## config.mk

```make
export PLATFORM = sky130hd
export DESIGN_NAME = exc_sequencer
export DESIGN_NICKNAME = d
export VERILOG_FILES = /design/src/rtl/exc_sequencer.sv
export SDC_FILE = /design/constraint.sdc
export NUM_CORES = 1
export LEC_CHECK = 0
export ABC_CLOCK_PERIOD_IN_PS = 1700
export BUFFER_PORTS_ARGS = -buffer_cell sky130_fd_sc_hd__buf_4
export CAP_MARGIN = 10
export CORE_AREA = 2 2 144 146
export CTS_BUF_LIST = sky130_fd_sc_hd__clkbuf_4 sky130_fd_sc_hd__clkbuf_8 sky130_fd_sc_hd__clkbuf_16
export CTS_CLUSTER_SIZE = 20
export DETAILED_ROUTE_END_ITERATION = 6
export DIE_AREA = 0 0 146 148
export GPL_ROUTABILITY_DRIVEN = 0
export GPL_TIMING_DRIVEN = 0
export PLACE_DENSITY = 0.75
export SYNTH_ARGS = -nofsm -noshare
export SYNTH_HDL_FRONTEND = slang
export SYNTH_SLANG_ARGS = --single-unit
```

## constraint.sdc

```tcl
create_clock -name clk -period 1.7 [get_ports clk]
set_input_delay 0 -clock clk [delete_from_list [all_inputs] [get_ports clk]]
set_output_delay 0 -clock clk [all_outputs]
set_load 0.005 [all_outputs]
```

## src/rtl/exc_sequencer.sv

```systemverilog
// Precise-exception sequencer: per-stage shadow records, M-stage commit, CP0 strobe and flush.
// Optional interrupt injection at M is enabled by defining EXC_SEQ_INT_EN.
module exc_sequencer #(
    parameter int unsigned FLUSH_CYCLES = 2
) (
    input  logic         clk,
    input  logic         reset,
    input  logic         advance,
    input  logic [3:0]   stageValid,
    input  logic [3:0]   raise,
    input  logic [19:0]  raiseCause,
    input  logic [127:0] stagePC,
    input  logic [3:0]   stageBD,
    input  logic [31:0]  badVAddrF,
    input  logic [31:0]  badVAddrM,
    input  logic         interruptNow,
    output logic         killM,
    output logic         isException,
    output logic [4:0]   exceptionCause,
    output logic [31:0]  exceptionPC,
    output logic [31:0]  exceptionBadVAddr,
    output logic         isBD,
    output logic         hasExceptionInPipeline,
    output logic         flush
);
    localparam int unsigned CntW = $clog2(FLUSH_CYCLES + 1);

    localparam logic [1:0] StIdle   = 2'd0;
    localparam logic [1:0] StCommit = 2'd1;
    localparam logic [1:0] StFlush  = 2'd2;

    logic [1:0]      state_q, state_d;
    logic [CntW-1:0] cnt_q, cnt_d;
    logic [3:0]      rec_v_q, rec_v_d;
    logic [4:0]      rec_cause_q [4];
    logic [4:0]      rec_cause_d [4];
    logic [31:0]     rec_bva_q [4];
    logic [31:0]     rec_bva_d [4];

    logic [3:0]      eff_v;
    logic [4:0]      eff_cause [4];
    logic [31:0]     eff_bva [4];
    logic            idle, int_req, commit;

    logic [4:0]      cause_q;
    logic [31:0]     pc_q, bva_q;
    logic            bd_q;

    logic            unused_stage;
    assign unused_stage = ^{stagePC[95:0], stageBD[2:0]};

    assign idle = (state_q == StIdle);

    // A held record always beats a fresh raise: the oldest exception of an instruction wins.
    always_comb begin
        for (int s = 0; s < 4; s++) begin
            eff_v[s]     = rec_v_q[s] | (idle & raise[s] & stageValid[s]);
            eff_cause[s] = rec_v_q[s] ? rec_cause_q[s] : raiseCause[5*s +: 5];
            eff_bva[s]   = rec_bva_q[s];
            if (!rec_v_q[s]) begin
                eff_bva[s] = (s == 0) ? badVAddrF : ((s == 3) ? badVAddrM : 32'd0);
            end
        end
    end

`ifdef EXC_SEQ_INT_EN
    assign int_req = interruptNow & ~eff_v[3];
`else
    logic unused_int;
    assign unused_int = interruptNow;
    assign int_req    = 1'b0;
`endif

    assign commit                 = idle & stageValid[3] & (eff_v[3] | int_req);
    assign killM                  = commit;
    assign hasExceptionInPipeline = ~idle | (|eff_v);

    always_comb begin
        state_d = state_q;
        cnt_d   = cnt_q;
        rec_v_d = '0;
        for (int s = 0; s < 4; s++) begin
            rec_cause_d[s] = '0;
            rec_bva_d[s]   = '0;
        end
        case (state_q)
            StIdle: begin
                if (commit) begin
                    state_d = StCommit;
                end else if (advance) begin
                    for (int s = 1; s < 4; s++) begin
                        rec_v_d[s]     = eff_v[s-1];
                        rec_cause_d[s] = eff_cause[s-1];
                        rec_bva_d[s]   = eff_bva[s-1];
                    end
                end else begin
                    rec_v_d = eff_v;
                    for (int s = 0; s < 4; s++) begin
                        rec_cause_d[s] = eff_cause[s];
                        rec_bva_d[s]   = eff_bva[s];
                    end
                end
            end
            StCommit: begin
                state_d = StFlush;
                cnt_d   = CntW'(FLUSH_CYCLES - 1);
            end
            StFlush: begin
                if (cnt_q == '0) begin
                    state_d = StIdle;
                end else begin
                    cnt_d = cnt_q - CntW'(1);
                end
            end
            default: state_d = StIdle;
        endcase
    end

    always_ff @(posedge clk) begin
        if (reset) begin
            state_q <= StIdle;
            cnt_q   <= '0;
            rec_v_q <= '0;
            for (int s = 0; s < 4; s++) begin
                rec_cause_q[s] <= '0;
                rec_bva_q[s]   <= '0;
            end
            cause_q <= '0;
            pc_q    <= '0;
            bva_q   <= '0;
            bd_q    <= 1'b0;
        end else begin
            state_q <= state_d;
            cnt_q   <= cnt_d;
            rec_v_q <= rec_v_d;
            for (int s = 0; s < 4; s++) begin
                rec_cause_q[s] <= rec_cause_d[s];
                rec_bva_q[s]   <= rec_bva_d[s];
            end
            if (commit) begin
                cause_q <= eff_v[3] ? eff_cause[3] : 5'd0;
                bva_q   <= eff_v[3] ? eff_bva[3] : 32'd0;
                pc_q    <= stagePC[127:96];
                bd_q    <= stageBD[3];
            end
        end
    end

    assign isException       = (state_q == StCommit);
    assign flush             = ~idle;
    assign exceptionCause    = cause_q;
    assign exceptionPC       = pc_q;
    assign exceptionBadVAddr = bva_q;
    assign isBD              = bd_q;
endmodule

```

; Word-level counts from Yosys, hierarchy flattened
; Memory sizes are Yosys's and may differ from the RTL's.
; Cells that the tools add are included.
[word_totals]
regBits = 78
ram_bits = 148
inputBits = 228
output_inout_bits = 74
wordCells = 83
mem_count = 2
[mem_list]
columns = memory, depth, width, read_ports, rd_clocked_by_memory_dff, wr, line
row1 = rec_bva_q, 4, 32, 4, 0, 4, 37  ; logic [31:0] rec_bva_q [4];
row2 = rec_cause_q, 4, 5, 4, 0, 4, 35  ; logic [4:0] rec_cause_q [4];
[classes]
n_addsub = 1
eq_ne = 5
mux = 35
n_bitwise = 24
n_reduce_logical = 8
[ops]
columns = cell, count
row1 = $mux 32, 10
row2 = $mux 128, 2
row3 = $mux 96, 1
row4 = $mux 5, 10
row5 = $mux 20, 2
row6 = $mux 15, 1
row7 = $or 1x1->1, 13
row8 = $and 1x1->1, 10
row9 = $reduce_or 4->1, 2
row10 = $mux 2, 3
row11 = $ne 2x2->1 const B, 3
row12 = $pmux 2 s3, 1
row13 = $logic_not 2->1, 2
row14 = $pmux 2 s2, 1
row15 = $reduce_and 2->1, 2
row16 = $mux 1, 3
row17 = $mux 3, 1
row18 = $reduce_or 3->1, 1
row19 = $eq 2x1->1 const B, 1
row20 = $eq 2x2->1 const B, 1
row21 = $reduce_bool 2->1, 1
row22 = $sub 2x1->2 const B, 1
row23 = $not 1->1, 1

; Logic depth before layout (Yosys ltp)
; Gate-level depths: netlist of run 1.
[depth]
ltp_word = 8
ltp_mapped = 8

; Worst setup path before layout of run 1
; No wires, ideal clock.
[synth_path]
path_kind = flip-flop to flip-flop
start = register rec_v_q[3]
end = memory rec_cause_q[1][0]
arrival_ns = 1.535
required_time_ns = 1.614
path_slack_ns = 0.079
stages_incl_launch_ff = 9
path_buffers = 5
cell_sequence = dfxtp_1 -> clkbuf_1 -> o21a_1 -> buf_2 -> or3_1 -> buf_2 -> buf_6 -> buf_6 -> a211oi_1
[synth_lines]
columns = element, line
row1 = start: declaration, 34  ; logic [3:0] rec_v_q, rec_v_d;
row2 = start signal: assignment, 135  ; rec_v_q <= rec_v_d;
row3 = end: declaration, 35

; Worst setup path after layout of run 1
[layout_path]
start = register state_q[0]
end = output port hasExceptionInPipeline
[layout_via]
elab_chain_cells = 6
word_cells_on_any_way = 16
[layout_lines]
columns = element, line
row1 = start: declaration, 32  ; logic [1:0] state_q, state_d;
row2 = start signal: assignment, 121  ; state_q <= StIdle;
row3 = start signal: assignment, 133  ; state_q <= state_d;
row4 = $logic_not 2->1 *, 52  ; assign idle = (state_q == StIdle);
row5 = $and 1x1->1 (2 in series), 57  ; eff_v[s] = rec_v_q[s] | (idle & raise[s] & stageValid[s]);
row6 = $or 1x1->1, 57
row7 = $reduce_or 4->1, 76  ; assign hasExceptionInPipeline = ~idle | (|eff_v);
row8 = $or 1x1->1 *, 76
row9 = end: declaration, 23  ; output logic hasExceptionInPipeline,
; Every way passes the cells marked *; elsewhere a longest branch is shown, timed or not.

==> impl_metrics.ini, run 1 <==
[cts]
cts_buffers = 24
ctsHtreeMaxLevel = 1
cts_tree = built
clk_pin_slew_ps = 60
root_buffer = clkbuf_16
worst_skew_pair.late_latency_ps = 510
clockBufferDepth = 3
clock-sinks = 226

[global_route]
grt_pass1_wl_mm = 43.82
grt_max_degree = 14
grt_antenna_before_repair = 0
overflow = 0
gr-usage-all-layers_pct = 24.95
grt_pass1_vias = 8328

[place]
place_inst = 1416
portBuffers = 201
dp_hpwl_mm = 18.92
post-place-ws_ps = -251.9

[sta]
tightest_slew_ps = 836.1
timing.hold.ws_ps = 33.58
drv_slew = 0
finalClockSkew_ps = 8.380
rsz0062_at_grt = true
fin_crit_sh_pct = 108.3
fin_tns_setup_ps = -2195
finalWorstSetupSlack_ps = -140.8
maxSlewHeadroom_pct = 44.26
max_freq_ghz = 0.5432
setup_viol = 58
min_period_ps = 1841
finalHoldViolCount = 0

[setup_path]
arrival_ps = 1840
cp-end-kind = output port
worstSetupPathType = reg -> out
start_kind = register
required_ps = 1700
slowest_delay_ps = 360
crit_path_top_delay_cell = buf_2
path_max_fanout = 10
crit_path_cell_trace = nor2_4 -> buf_2 -> a31oi_4 -> nand4_1 -> buf_4
r2r_slack_ps = -80

[yosys]
yosysTopAreaCell = dfxtp_1
synth_area_leaders = dfxtp_1 (51%), mux2i_1 (8.9%), a21oi_1 (7.7%)
async_flop_share_pct = 0
synthMuxAreaShare_pct = 8.855
synthAdderAreaFrac_pct = 0.1401
synthXorXnorAreaFrac_pct = 0
synth_top_family_by_area = compound AO/OA/AOI/OAI gates
ys_warn_count = 0
synth_area_mm2 = 0.008930
seq_area_frac_synth_pct = 50.67
synth_compound_area_share_pct = 21.48
avgSynthCellArea_um2 = 9.450
synth_ff_type = dfxtp_1
yosys.area_share.simple_pct = 13.65
ys_types = 31
ys_ff_latch = 226
netlist.area_leader.share_pct = 50.67
syn_inst = 945
syn-num-nets = 1174
synth_edf_count = 0

[route]
num_vias = 8655
viasPerCell = 5.409
drcViolationCount = 0
ant_nets = 0
drt_iter0_markers = 448
routed_wl_mm = 29.14
wire_per_inst_um = 18.21
dr.pass1.iters = 5

[cells_and_area]
n_fill_cell = 1483
multi_input_area_mm2 = 0.004400
fin_nets = 1543
area_growth_pct = 54.76
regArea_mm2 = 0.004534
drive_gt1_share_pct = 31.88
final_cell_mix = dfxtp_1 (222), buf_4 (220), dlygate4sd3_1 (120)
final_cell_count_no_fill = 1600
final_common_cell = dfxtp_1
antenna_cells = 0

[floorplan]
start_util_pct = 44.56
coreArea_mm2 = 0.02004
die_width_um = 146
io_pins = 302
dieArea_mm2 = 0.02161
fp.dieH_um = 148
rows = 52

[power_and_ir_drop]
total_power_uw = 13350
combPwrFrac_pct = 17.1
pwr-share-clk_pct = 40.1
vdd_drop_max_mv = 0.6928
power.share.switching_pct = 25.25
p_int_uw = 9975
p_per_area_mw_per_mm2 = 965.7
p_sw_uw = 3370
seqPwrFrac_pct = 42.8
p_leak_uw = 0.005171

[outcome]
violations = negative setup slack
status = complete, but fails checks

[flow_run]
cap_violations = 0

[worst_hold_path]
hold_class = in -> reg
cell usage after synthesis (10+ instances only):
| master | instances |
|---|---|
| a211oi_1 | 78 |
| nor2_1 | 43 |
| nand3b_1 | 32 |
| dfxtp_1 | 226 |
| o21ai_0 | 65 |
| mux2i_1 | 79 |
| a211oi_2 | 20 |
| buf_1 | 10 |
| buf_2 | 15 |
| nand3_1 | 98 |
| nor2b_1 | 37 |
| clkbuf_1 | 69 |
| a21oi_1 | 138 |
per-layer routing:
layer,track usage [%],vias to the layer above,routed length [um]
met5,0,-,0
met2,43.16,370,14210
met4,9.272,0,919
li1,-,4168,-
met3,4.167,66,1885
met1,31.43,4051,12120
power groups by stage:
stage | registers [uW] | logic [uW] | clock network (uW)
after floorplan | 5800 | 915 | 0
after global routing | 5740 | 2440 | 5620
after global placement | 5810 | 1630 | 0
final | 5720 | 2280 | 5350
after CTS | 5710 | 2060 | 5370
after detailed placement | 5820 | 1660 | 0
sequential cells by signal, summed over array words and instances, names as in the netlist, 2 cells and up:
name and cells:
exceptionCause 5, rec_bva_q 128, exceptionPC 32, cnt_q 2, rec_v_q 4, state_q 2, exceptionBadVAddr 32, rec_cause_q 20
critical path: cells and delay by family, from the launching register on:
kind	cells	cell delay (ps)
AOI/OAI and AO/OA	1	160
and+or+nand+nor	2	320
DFF	1	350
buffers and inverters	2	500
kinds of logic after synthesis:
family          Yosys count
flops                   226
buf+inv                 105
fa+ha+maj                 1
mux                      79
compound gates          310
simple gates            224
cell type report:
class,count,share of cell area [%]
clock buffers,35,5.251
flip-flops and latches,226,32.81
plain buffers,96,4.464
repair buffers,348,22.46
well taps,270,2.445
multi-input cells,614,31.84
clock inverters,7,0.6157
inverters,4,0.1086
what timing repair did:
item | 4_1_cts | 5_1_grt
hold buffers | 120 | 0
endpoints found under the hold margin | 189 | 0
setup endpoints to repair | 212 | 152
buffers inserted | 14 | 6
cloned | 2 | 5
resized for setup | 85 | 131
pin swaps | 3 | 26
final timing paths:
kind | from | to | depth (start not counted)
max reg2reg | state_q[0] | rec_cause_q[3][2] | 8
max | state_q[0] | hasExceptionInPipeline | 5
min reg2reg | exceptionPC[26] | exceptionPC[26] | 2
min | reset | rec_bva_q[0][14] | 4
metrics by stage:
stage | utilization (%) | instance area (um^2)
6_report | 68.96 | 13820
5_1_grt | 68.96 | 13820
4_1_cts | 66.22 | 13270
3_5_place_dp | 53.78 | 10780
3_3_place_gp | 53.78 | 10780
2_1_floorplan | - | 8930
Note: power is estimated with default switching activity, not from simulation.
==> inputs of run 2 (changes only) <==
- BUFFER_PORTS_ARGS: -buffer_cell sky130_fd_sc_hd__buf_4 -> not set
- CORE_AREA: 2 2 144 146 -> 2 2 129 131
- DIE_AREA: 0 0 146 148 -> 0 0 131 133
- DONT_BUFFER_PORTS: not set -> 1
- PLACE_DENSITY: 0.75 -> 0.74
==> run 2 against run 1 <==
The run now ends clean. First-iteration DRC count down 15%. Die area down 19%. Cell count down 16%. Via count is 9.9% lower. Core utilization rose by 2.9 points. Clock power up 4.1%. Global-route usage rose by 3.9 points.
==> impl_metrics.ini, run 2 (same netlist as run 1, synthesis figures left out) <==
[cts]
worst_skew_pair.late_latency_ps = 520
clock-sinks = 226
cts_tree = built
ctsHtreeMaxLevel = 1
clockBufferDepth = 3
clk_pin_slew_ps = 60
cts_buffers = 24
root_buffer = clkbuf_16

[outcome]
status = finished, final reports clean

[floorplan]
rows = 47
coreArea_mm2 = 0.01617
io_pins = 302
die_width_um = 131
fp.dieH_um = 133
start_util_pct = 55.22
dieArea_mm2 = 0.01742

[setup_path]
required_ps = 1700
slowest_delay_ps = 350
arrival_ps = 1670
path_max_fanout = 10
crit_path_cell_trace = nor2_4 -> inv_2 -> buf_6 -> clkbuf_16 -> a211oi_2 -> nand4_1
crit_buf_inv = 3
cp-end-kind = output port
worstSetupPathType = reg -> out
crit_path_top_delay_cell = dfxtp_4
cpLargestDelayFamily = buffers and inverters
start_kind = register

[power_and_ir_drop]
seqPwrFrac_pct = 44.6
p_leak_uw = 0.003984
p_int_uw = 9734
p_sw_uw = 3154
pwr-share-clk_pct = 43.2
total_power_uw = 12890
p_per_area_mw_per_mm2 = 1109
combPwrFrac_pct = 12.2
power.share.switching_pct = 24.47
vdd_drop_max_mv = 0.8948

[cells_and_area]
final_common_cell = dfxtp_1
final_cell_mix = dfxtp_1 (222), a21oi_1 (137), dlygate4sd3_1 (129)
multi_input_area_mm2 = 0.004024
final_cell_count_no_fill = 1345
area_growth_pct = 30.08
largest_reg_flops = 128
regArea_mm2 = 0.004534
fin_nets = 1338
drive_gt1_share_pct = 12.56
n_fill_cell = 1219
regMostFlops = rec_bva_q

[route]
drcViolationCount = 0
viasPerCell = 5.799
num_vias = 7800
routed_wl_mm = 26.07
wire_per_inst_um = 19.38
ant_nets = 0
dr.pass1.iters = 6
drt_iter0_markers = 383

[sta]
fin_crit_sh_pct = 98.39
maxSlewHeadroom_pct = 58.72
finalHoldViolCount = 0
max_freq_ghz = 0.5978
rsz0062_at_grt = true
setup_viol = 0
finalClockSkew_ps = 13.33
drv_slew = 0
finalWorstSetupSlack_ps = 27.29
min_period_ps = 1673
tightest_slew_ps = 619.1
timing.hold.ws_ps = 28.68
fin_tns_setup_ps = 0

[global_route]
grt_antenna_before_repair = 2
overflow = 0
grt_pass1_wl_mm = 40.13
gr-usage-all-layers_pct = 28.89
grt_pass1_vias = 7662
grt_max_degree = 15

[place]
place_inst = 1165
post-place-ws_ps = -270.2
portBuffers = 0
dp_hpwl_mm = 17.73

[flow_run]
cap_violations = 0

[worst_hold_path]
hold_class = in -> reg
## run 2: repair_timing
action | CTS | global route
gates resized for setup | 37 | 47
pin swaps | 3 | 4
endpoints found under the hold margin | 193 | 2
hold buffers | 127 | 2
setup buffers | 7 | 7
setup endpoints to repair | 208 | 163
## run 2: final timing paths
check | startpoint | to | slack [ps] | cells past startpoint
worst max-delay path | state_q[0] | hasExceptionInPipeline | 30 | 6
worst max register to register | rec_v_q[3] | rec_bva_q[3][18] | 50 | 5
worst min register to register | rec_bva_q[2][4] | rec_bva_q[2][4] | 490 | 2
worst min-delay path | advance | rec_bva_q[1][11] | 30 | 4
## run 2: power by group through the flow
stage,registers (uW),logic [uW],clock network [uW]
floorplan,5800,915,0
finish,5750,1570,5570
CTS,5740,1500,5620
detailed placement,5860,1180,0
global placement,5850,1160,0
global route,5780,1710,5840
## run 2: metal layers
| metal | wire [um] | global-route usage (%) | vias up |
|---|---|---|---|
| met4 | 631 | 9.574 | 0 |
| li1 | - | - | 3772 |
| met5 | 0 | 0 | - |
| met2 | 12670 | 49.97 | 300 |
| met1 | 10750 | 35.14 | 3672 |
| met3 | 2022 | 6.632 | 56 |
## run 2: per-stage QoR
stage | utilization [%] | cell area (um^2)
global placement | 56.92 | 9205
global route | 71.83 | 11620
finish | 71.83 | 11620
detailed placement | 56.92 | 9205
CTS | 71.03 | 11490
floorplan | - | 8930
## run 2: cell type report
| type | count | share of cell area [%] |
|---|---|---|
| flip-flops and latches | 226 | 39.04 |
| multi-input cells | 614 | 34.64 |
| repair buffers | 143 | 12.02 |
| clock buffers | 33 | 6.064 |
| plain buffers | 96 | 4.513 |
| well taps | 220 | 2.370 |
| clock inverters | 7 | 1.185 |
| inverters | 4 | 0.1293 |
| diodes | 2 | 0.04309 |
## run 2: worst min-delay path, stage by stage
cell and delay [ps]:
clkbuf_1 150, nand3b_1 190, o21ai_0 60, nor2b_1 110
